<file path="src/rtl/id_pkg.sv">
// Shared decode definitions for the ID stage: opcode map, decoded-opcode bit
// positions, instruction field positions and the opcode decode function.
package id_pkg;

    localparam int unsigned OPC_W = 7;

    localparam logic [OPC_W-1:0] OPC_INT_LAST    = 7'h07;
    localparam logic [OPC_W-1:0] OPC_INT_NORSV   = 7'h04;
    localparam logic [OPC_W-1:0] OPC_SHIFT_FIRST = 7'h08;
    localparam logic [OPC_W-1:0] OPC_SHIFT_LAST  = 7'h0D;
    localparam logic [OPC_W-1:0] OPC_SHIFT_HOLE  = 7'h0B;
    localparam logic [OPC_W-1:0] OPC_LOGIC_FIRST = 7'h10;
    localparam logic [OPC_W-1:0] OPC_LOGIC_LAST  = 7'h13;
    localparam logic [OPC_W-1:0] OPC_SET_FIRST   = 7'h16;
    localparam logic [OPC_W-1:0] OPC_SET_LAST    = 7'h17;
    localparam logic [OPC_W-1:0] OPC_LD          = 7'h18;
    localparam logic [OPC_W-1:0] OPC_ST          = 7'h19;
    localparam logic [OPC_W-1:0] OPC_BR_FIRST    = 7'h1C;
    localparam logic [OPC_W-1:0] OPC_BR_LAST     = 7'h1D;
    localparam logic [OPC_W-1:0] OPC_JMP_FIRST   = 7'h1E;
    localparam logic [OPC_W-1:0] OPC_JMP_LAST    = 7'h1F;
    localparam logic [OPC_W-1:0] OPC_NOP         = 7'b0011110;

    localparam int unsigned DOPC_INTE  = 0;
    localparam int unsigned DOPC_LOGIC = 1;
    localparam int unsigned DOPC_SHIFT = 2;
    localparam int unsigned DOPC_LD    = 3;
    localparam int unsigned DOPC_ST    = 4;
    localparam int unsigned DOPC_BR    = 5;
    localparam int unsigned DOPC_SET   = 6;
    localparam int unsigned DOPC_IMM16 = 7;
    localparam int unsigned DOPC_RSV   = 8;
    localparam int unsigned DOPC_UND   = 9;
    localparam int unsigned DOPC_W     = 10;

    localparam int unsigned F_OPC_HI = 31;
    localparam int unsigned F_OPC_LO = 25;
    localparam int unsigned F_IMMF   = 24;
    localparam int unsigned F_RD_HI  = 23;
    localparam int unsigned F_RD_LO  = 20;
    localparam int unsigned F_RS_HI  = 19;
    localparam int unsigned F_RS_LO  = 16;
    localparam int unsigned F_IMM_HI = 15;
    localparam int unsigned F_IMM_LO = 0;

    function automatic logic [DOPC_W-1:0] decode(input logic [OPC_W-1:0] opc);
        logic [DOPC_W-1:0] d;
        d = '0;
        if (opc <= OPC_INT_LAST) begin
            d[DOPC_INTE] = 1'b1;
            d[DOPC_RSV]  = (opc != OPC_INT_NORSV);
        end else if (opc >= OPC_SHIFT_FIRST && opc <= OPC_SHIFT_LAST && opc != OPC_SHIFT_HOLE) begin
            d[DOPC_SHIFT] = 1'b1;
            d[DOPC_IMM16] = 1'b1;
            d[DOPC_RSV]   = 1'b1;
        end else if (opc >= OPC_LOGIC_FIRST && opc <= OPC_LOGIC_LAST) begin
            d[DOPC_LOGIC] = 1'b1;
            d[DOPC_RSV]   = 1'b1;
        end else if (opc >= OPC_SET_FIRST && opc <= OPC_SET_LAST) begin
            d[DOPC_SET] = 1'b1;
            d[DOPC_RSV] = 1'b1;
        end else if (opc == OPC_LD) begin
            d[DOPC_LD]  = 1'b1;
            d[DOPC_RSV] = 1'b1;
        end else if (opc == OPC_ST) begin
            d[DOPC_ST] = 1'b1;
        end else if (opc >= OPC_BR_FIRST && opc <= OPC_BR_LAST) begin
            d[DOPC_BR] = 1'b1;
        end else if (!(opc >= OPC_JMP_FIRST && opc <= OPC_JMP_LAST)) begin
            d[DOPC_UND] = 1'b1;
        end
        return d;
    endfunction

endpackage

</file>
<file path="src/rtl/id_sb_regfile.sv">
// Register file with write-back bypass, per-register reservation scoreboard
// and the read-after-write hazard check for the instruction in decode.
module id_sb_regfile
    import id_pkg::*;
#(
    parameter int unsigned W_DATA = 32,
    parameter int unsigned N_REG  = 16
) (
    input  logic              clk,
    input  logic              rst,
    input  logic [3:0]        rd_addr_i,
    input  logic [3:0]        rs_addr_i,
    input  logic              use_rd_i,
    input  logic              use_rs_i,
    input  logic              inst_valid_i,
    input  logic              sb_set_i,
    input  logic              wb_i,
    input  logic [3:0]        wb_r_i,
    input  logic [W_DATA-1:0] wb_data_i,
    output logic [W_DATA-1:0] rd_data_o,
    output logic [W_DATA-1:0] rs_data_o,
    output logic              hazard_o,
    output logic              sb_busy_o
);

    localparam int unsigned AW = (N_REG > 1) ? $clog2(N_REG) : 1;

    function automatic logic in_range(input logic [3:0] a);
        return {1'b0, a} < 5'(N_REG);
    endfunction

    logic [W_DATA-1:0] regs_q [N_REG];
    logic [N_REG-1:0]  sb_q, sb_d, sb_eff, clr_mask, set_mask;
    logic              wb_ok, rd_ok, rs_ok;

    assign wb_ok = wb_i & in_range(wb_r_i);
    assign rd_ok = in_range(rd_addr_i);
    assign rs_ok = in_range(rs_addr_i);

    always_comb begin
        clr_mask = '0;
        set_mask = '0;
        if (wb_ok) clr_mask[wb_r_i[AW-1:0]] = 1'b1;
        if (sb_set_i && rd_ok) set_mask[rd_addr_i[AW-1:0]] = 1'b1;
    end

    // A reservation released by this cycle's write-back no longer blocks;
    // a same-cycle set on that register still wins.
    assign sb_eff    = sb_q & ~clr_mask;
    assign sb_d      = sb_eff | set_mask;
    assign sb_busy_o = |sb_q;

    assign hazard_o = inst_valid_i &
        ((use_rd_i & rd_ok & sb_eff[rd_addr_i[AW-1:0]]) |
         (use_rs_i & rs_ok & sb_eff[rs_addr_i[AW-1:0]]));

    always_comb begin
        rd_data_o = '0;
        rs_data_o = '0;
        if (rd_ok) begin
            rd_data_o = (wb_ok && wb_r_i == rd_addr_i) ? wb_data_i : regs_q[rd_addr_i[AW-1:0]];
        end
        if (rs_ok) begin
            rs_data_o = (wb_ok && wb_r_i == rs_addr_i) ? wb_data_i : regs_q[rs_addr_i[AW-1:0]];
        end
    end

    always_ff @(posedge clk or negedge rst) begin
        if (!rst) begin
            sb_q <= '0;
            for (int i = 0; i < N_REG; i++) regs_q[i] <= '0;
        end else begin
            sb_q <= sb_d;
            if (wb_ok) regs_q[wb_r_i[AW-1:0]] <= wb_data_i;
        end
    end

endmodule

</file>
<file path="src/rtl/id_sb_stage.sv">
// Instruction-decode stage: opcode decode, immediate extension, hazard
// interlock against the scoreboard, and the ID/EX pipeline register.
module id_sb_stage
    import id_pkg::*;
#(
    parameter int unsigned W_DATA = 32,
    parameter int unsigned N_REG  = 16,
    parameter int unsigned W_PC   = 16
) (
    input  logic              clk,
    input  logic              rst,
    input  logic [31:0]       inst_i,
    input  logic              inst_valid_i,
    input  logic [W_PC-1:0]   pc_value_i,
    input  logic              stall_i,
    input  logic              flush_i,
    input  logic              wb_i,
    input  logic [3:0]        wb_r_i,
    input  logic [W_DATA-1:0] wb_data_i,
    output logic              stall_o,
    output logic              valid_o,
    output logic              ctrl_inte_o,
    output logic              ctrl_logic_o,
    output logic              ctrl_shift_o,
    output logic              ctrl_ld_o,
    output logic              ctrl_st_o,
    output logic              ctrl_br_o,
    output logic              und_o,
    output logic              immf_o,
    output logic [W_DATA-1:0] rd_value_o,
    output logic [W_DATA-1:0] rs_value_o,
    output logic [W_DATA-1:0] imm_value_o,
    output logic [W_PC-1:0]   pc_value_o,
    output logic [6:0]        opcode_o,
    output logic [3:0]        rd_addr_o,
    output logic              rsv_o,
    output logic              sb_busy_o
);

    typedef struct packed {
        logic              valid;
        logic              inte;
        logic              lgc;
        logic              shift;
        logic              ld;
        logic              st;
        logic              br;
        logic              und;
        logic              immf;
        logic              rsv;
        logic [W_DATA-1:0] rd_value;
        logic [W_DATA-1:0] rs_value;
        logic [W_DATA-1:0] imm_value;
        logic [W_PC-1:0]   pc;
        logic [6:0]        opcode;
        logic [3:0]        rd_addr;
    } ex_t;

    function automatic ex_t bubble();
        ex_t b;
        b        = '0;
        b.opcode = OPC_NOP;
        return b;
    endfunction

    logic [OPC_W-1:0]  opc;
    logic [3:0]        rd_addr, rs_addr;
    logic [15:0]       imm;
    logic              immf, addr_ok, und, hazard, issue, use_rd, use_rs;
    logic [DOPC_W-1:0] dopc;
    logic [W_DATA-1:0] imm_ext, rd_data, rs_data;
    ex_t               dec, ex_d, ex_q;

    assign opc     = inst_i[F_OPC_HI:F_OPC_LO];
    assign immf    = inst_i[F_IMMF];
    assign rd_addr = inst_i[F_RD_HI:F_RD_LO];
    assign rs_addr = inst_i[F_RS_HI:F_RS_LO];
    assign imm     = inst_i[F_IMM_HI:F_IMM_LO];

    assign addr_ok = ({1'b0, rd_addr} < 5'(N_REG)) && ({1'b0, rs_addr} < 5'(N_REG));
    assign und     = decode(opc)[DOPC_UND] | ~addr_ok;
    // Undefined instructions issue with every control stripped.
    assign dopc    = und ? '0 : decode(opc);

    assign use_rd = dopc[DOPC_INTE] | dopc[DOPC_LOGIC] | dopc[DOPC_SHIFT] | dopc[DOPC_SET] |
                    dopc[DOPC_ST] | dopc[DOPC_BR];
    assign use_rs = ((dopc[DOPC_INTE] | dopc[DOPC_LOGIC] | dopc[DOPC_SHIFT] | dopc[DOPC_SET]) &
                     ~immf) | dopc[DOPC_LD] | dopc[DOPC_ST];

    assign imm_ext = dopc[DOPC_IMM16] ? W_DATA'(imm) : W_DATA'($signed(imm));

    assign issue   = ~flush_i & ~stall_i & ~hazard & inst_valid_i;
    assign stall_o = (stall_i | hazard) & ~flush_i;

    id_sb_regfile #(
        .W_DATA (W_DATA),
        .N_REG  (N_REG)
    ) u_regfile (
        .clk          (clk),
        .rst          (rst),
        .rd_addr_i    (rd_addr),
        .rs_addr_i    (rs_addr),
        .use_rd_i     (use_rd),
        .use_rs_i     (use_rs),
        .inst_valid_i (inst_valid_i),
        .sb_set_i     (issue & dopc[DOPC_RSV]),
        .wb_i         (wb_i),
        .wb_r_i       (wb_r_i),
        .wb_data_i    (wb_data_i),
        .rd_data_o    (rd_data),
        .rs_data_o    (rs_data),
        .hazard_o     (hazard),
        .sb_busy_o    (sb_busy_o)
    );

    always_comb begin
        dec           = '0;
        dec.valid     = inst_valid_i;
        dec.inte      = dopc[DOPC_INTE];
        dec.lgc       = dopc[DOPC_LOGIC];
        dec.shift     = dopc[DOPC_SHIFT];
        dec.ld        = dopc[DOPC_LD];
        dec.st        = dopc[DOPC_ST];
        dec.br        = dopc[DOPC_BR];
        dec.und       = und;
        dec.immf      = immf;
        dec.rsv       = dopc[DOPC_RSV];
        dec.rd_value  = rd_data;
        dec.rs_value  = rs_data;
        dec.imm_value = imm_ext;
        dec.pc        = pc_value_i;
        dec.opcode    = opc;
        dec.rd_addr   = rd_addr;
    end

    always_comb begin
        ex_d = ex_q;
        if (flush_i) begin
            ex_d = bubble();
        end else if (stall_i) begin
            ex_d = ex_q;
        end else if (hazard) begin
            ex_d = bubble();
        end else begin
            ex_d = dec;
        end
    end

    always_ff @(posedge clk or negedge rst) begin
        if (!rst) ex_q <= bubble();
        else      ex_q <= ex_d;
    end

    assign valid_o      = ex_q.valid;
    assign ctrl_inte_o  = ex_q.inte;
    assign ctrl_logic_o = ex_q.lgc;
    assign ctrl_shift_o = ex_q.shift;
    assign ctrl_ld_o    = ex_q.ld;
    assign ctrl_st_o    = ex_q.st;
    assign ctrl_br_o    = ex_q.br;
    assign und_o        = ex_q.und;
    assign immf_o       = ex_q.immf;
    assign rsv_o        = ex_q.rsv;
    assign rd_value_o   = ex_q.rd_value;
    assign rs_value_o   = ex_q.rs_value;
    assign imm_value_o  = ex_q.imm_value;
    assign pc_value_o   = ex_q.pc;
    assign opcode_o     = ex_q.opcode;
    assign rd_addr_o    = ex_q.rd_addr;

endmodule

</file>
<file path="config.mk">
export PLATFORM = sky130hd
export DESIGN_NAME = id_sb_stage
export DESIGN_NICKNAME = d
export VERILOG_FILES = /design/src/rtl/id_pkg.sv /design/src/rtl/id_sb_regfile.sv /design/src/rtl/id_sb_stage.sv
export SDC_FILE = /design/constraint.sdc
export NUM_CORES = 1
export LEC_CHECK = 0
export CORE_MARGIN = 1.5
export CORE_UTILIZATION = 30
export CTS_BUF_LIST = sky130_fd_sc_hd__clkbuf_8 sky130_fd_sc_hd__clkbuf_16
export DETAILED_ROUTE_END_ITERATION = 8
export GPL_ROUTABILITY_DRIVEN = 0
export GPL_TIMING_DRIVEN = 0
export HOLD_SLACK_MARGIN = 0.05
export SLEW_MARGIN = 30
export SYNTH_ARGS = -nofsm -noshare
export SYNTH_HDL_FRONTEND = slang
export SYNTH_SLANG_ARGS = --single-unit
</file>
<file path="constraint.sdc">
create_clock -name clk -period 5.2 [get_ports clk]
set_input_delay 0.78 -clock clk [delete_from_list [all_inputs] [get_ports clk]]
set_output_delay 0.78 -clock clk [all_outputs]
set_load 0.01 [all_outputs]
</file>
==> flow_summary.ini <==
[routing]
routed_wl_mm = 108.1
drt-pass1-iter-count = 6
ant_nets = 0
wire_per_inst_um = 27.11
via_per_inst = 5.450
drc = 0
num_vias = 21740
drtIter0Drc = 1577

[synthesis]
synthArstFlopShare = 1.000
synth_area_leader_cell = dfrtp_1
ys_ff_latch = 646
synth_edf_count = 0
syn_area_per_cell_um2 = 15.40
syn_nets = 2247
synth_cell_types = 53
synthesis.area_mm2 = 0.03323
synthFlopType = dfrtp_1
ys_seq_area_frac = 0.4867
synth_warnings = 0
synthTopCellsByArea = dfrtp_1 48%, mux4_2 22%, mux2_2 17%
synth_top_area_share = 0.4835
synth_cells = 2157

[cts]
postCtsSetupRepairBufs = 0
cts-root-buf = clkbuf_16
cts_tree = built
cts_buffer_depth = 3
cts.clk_slew.worst_paths_ns = 0.06
cts_resized = 0
insertion_delay_ns = 0.64
clock_sinks = 646
cts-buffers-inserted = 73
ctsHoldBuffers = 0
htreeDepth = 3

[placement]
port_buffers = 213
place_hpwl_mm = 74.04
postPlaceCellArea_mm2 = 0.03753

[finish]
layout_commonest_cell = dfrtp_1
areaGrowthSynthToFinish_pct = 20.36
finalInstanceArea_mm2 = 0.03999
final_nets = 2544
most-common-layout-cells = 642 x dfrtp_1, 514 x mux2_2, 320 x mux4_2
drive_gt1_frac = 0.4315
nFillCells = 10470

[worst_setup_path]
cp_data_required_time_ns = 4.42
path_class = in -> out
r2r_slack_ns = 2.19
crit_start = wb_i
cp-end-kind = output pin
critPathMaxFanout = 10
crit_path_start_kind = primary input
crit_arrival_ns = 4.26
r2r_start = u_regfile.sb_q[14]

[sta]
worst_pin_slew_ns = 1.050
finalSetupTns_ns = 0
finalCritPeriodShare = 0.9687
skew_ns = 0.04049
grt_setup_unrepaired = false
setup_violations = 0
final_hold_viol_count = 0
relSlewSlack = 0.2999
maxSlewViolCount = 0
period_needed_ns = 5.037
fmax_mhz = 198.5

[pwr]
power-per-cell-area_mw_per_mm2 = 388.6
p_leak_nw = 15.93
vdd_drop_max_v = 0.0002118

[floorplanning]
start_util = 0.3040
die_w_um = 335.8
coreArea_mm2 = 0.1093
io_pins = 225
fp.dieH_um = 335.8
num_rows = 121
dieArea_mm2 = 0.1128

[grt]
antenna_found_initial = 7
globalRoute.totalOverflow = 0
grt_max_degree = 84
track_usage = 0.1925
grt_pass1_vias = 22210
grt_pass1_wl_mm = 158.4

[worst_hold_path]
hp-class = in -> async

[run_status]
outcome = finished, final reports clean

[job]
max_cap_violations = 0
report_power, final:
group	switching, W	total, W	internal (W)
registers	0.000698	0.00675	0.00606
logic	0.00136	0.00349	0.00213
clock network	0.00224	0.00529	0.00306
worst max-delay path: stages:
cell and delay [ns]:
clkdlybuf4s50_1 0.56, or3b_1 0.42, o21ai_0 0.22, o2111ai_1 0.22
a41oi_1 0.15, or4_1 0.66, a31o_1 0.24, buf_6 0.14
buf_6 0.14, a21oi_1 0.14, clkdlybuf4s50_1 0.59
synthesized netlist by cell type, types with 3 or more instances:
cell	number
nand2_1	95
buf_4	18
inv_1	6
o31ai_1	79
clkbuf_1	154
nand3_1	10
buf_6	5
nor2_1	27
buf_1	22
mux4_2	320
mux2i_1	69
a32o_1	39
dfrtp_1	642
o21ai_1	7
nand4_1	5
or2_2	3
a21oi_1	5
mux2_2	514
nand2b_1	11
dfstp_2	4
buf_2	35
nor2b_1	6
nor3_1	3
xor2_1	6
o21ai_0	17
nor4_1	4
o2111ai_1	6
o211ai_1	13
registers in the layout (all words and copies together) (netlist names), 4 cells and up:
signal / flops
u_regfile.regs_q: 512
rd_value_o: 32
rs_value_o: 32
imm_value_o: 17
pc_value_o: 16
u_regfile.sb_q: 16
opcode_o: 7
rd_addr_o: 4
final timing paths:
check                                              to  cells after the start
worst max-delay path                          stall_o                     11
worst min-delay path                    pc_value_o[8]                      1
worst max register to register         rs_value_o[18]                      7
worst min register to register          rd_value_o[0]                      2
max in group asynchronous       u_regfile.regs_q[271]                      5
min in group clk                        rd_value_o[0]                      2
kinds of logic after synthesis:
family	count (synthesis)	synth area share
multiplexers	903	0.4119
buffers and inverters	240	0.03159
XOR/XNOR	8	0.002109
flip-flops	646	0.4867
AND/OR/NAND/NOR	177	0.02482
AO/OA/AOI/OAI	183	0.04293
per-layer routing:
metal,GRT usage,vias up,share of wire
li1,-,9010,-
met1,0.2625,11840,0.43
met2,0.3035,712,0.47
met3,0.04331,161,0.067
met4,0.06229,12,0.026
met5,0,-,0.00067
area by class of cell:
| cell class | count | area (um^2) | area share |
|---|---|---|---|
| Timing Repair Buffer | 222 | 2385 | 0.05963 |
| Buffer | 234 | 1091 | 0.02728 |
| Clock buffer | 94 | 2138 | 0.05347 |
| Clock inverter | 39 | 312.8 | 0.007821 |
| Inverter | 6 | 22.52 | 0.0005631 |
| Tap cell | 1476 | 1847 | 0.04618 |
| Multi-Input combinational cell | 1271 | 16020 | 0.4007 |
| Antenna cell | 1 | 2.502 | 0.00006257 |
| Sequential cell | 646 | 16170 | 0.4043 |
stage by stage:
stage	hold slack, ns	total power [W]	std cells	setup slack (ns)	util
2_1_floorplan	0.4844	0.009037	2157	1.536	-
3_3_place_gp	0.4639	0.01022	3846	-26.97	0.3404
3_5_place_dp	0.4665	0.01033	3855	0.2307	0.3433
4_1_cts	0.09159	0.01564	3988	0.2283	0.3658
5_1_grt	0.1074	0.01619	3988	0.01669	0.3659
6_report	0.06303	0.01554	3989	0.1625	0.3659
No activity file was read; power rests on OpenSTA's default activity.
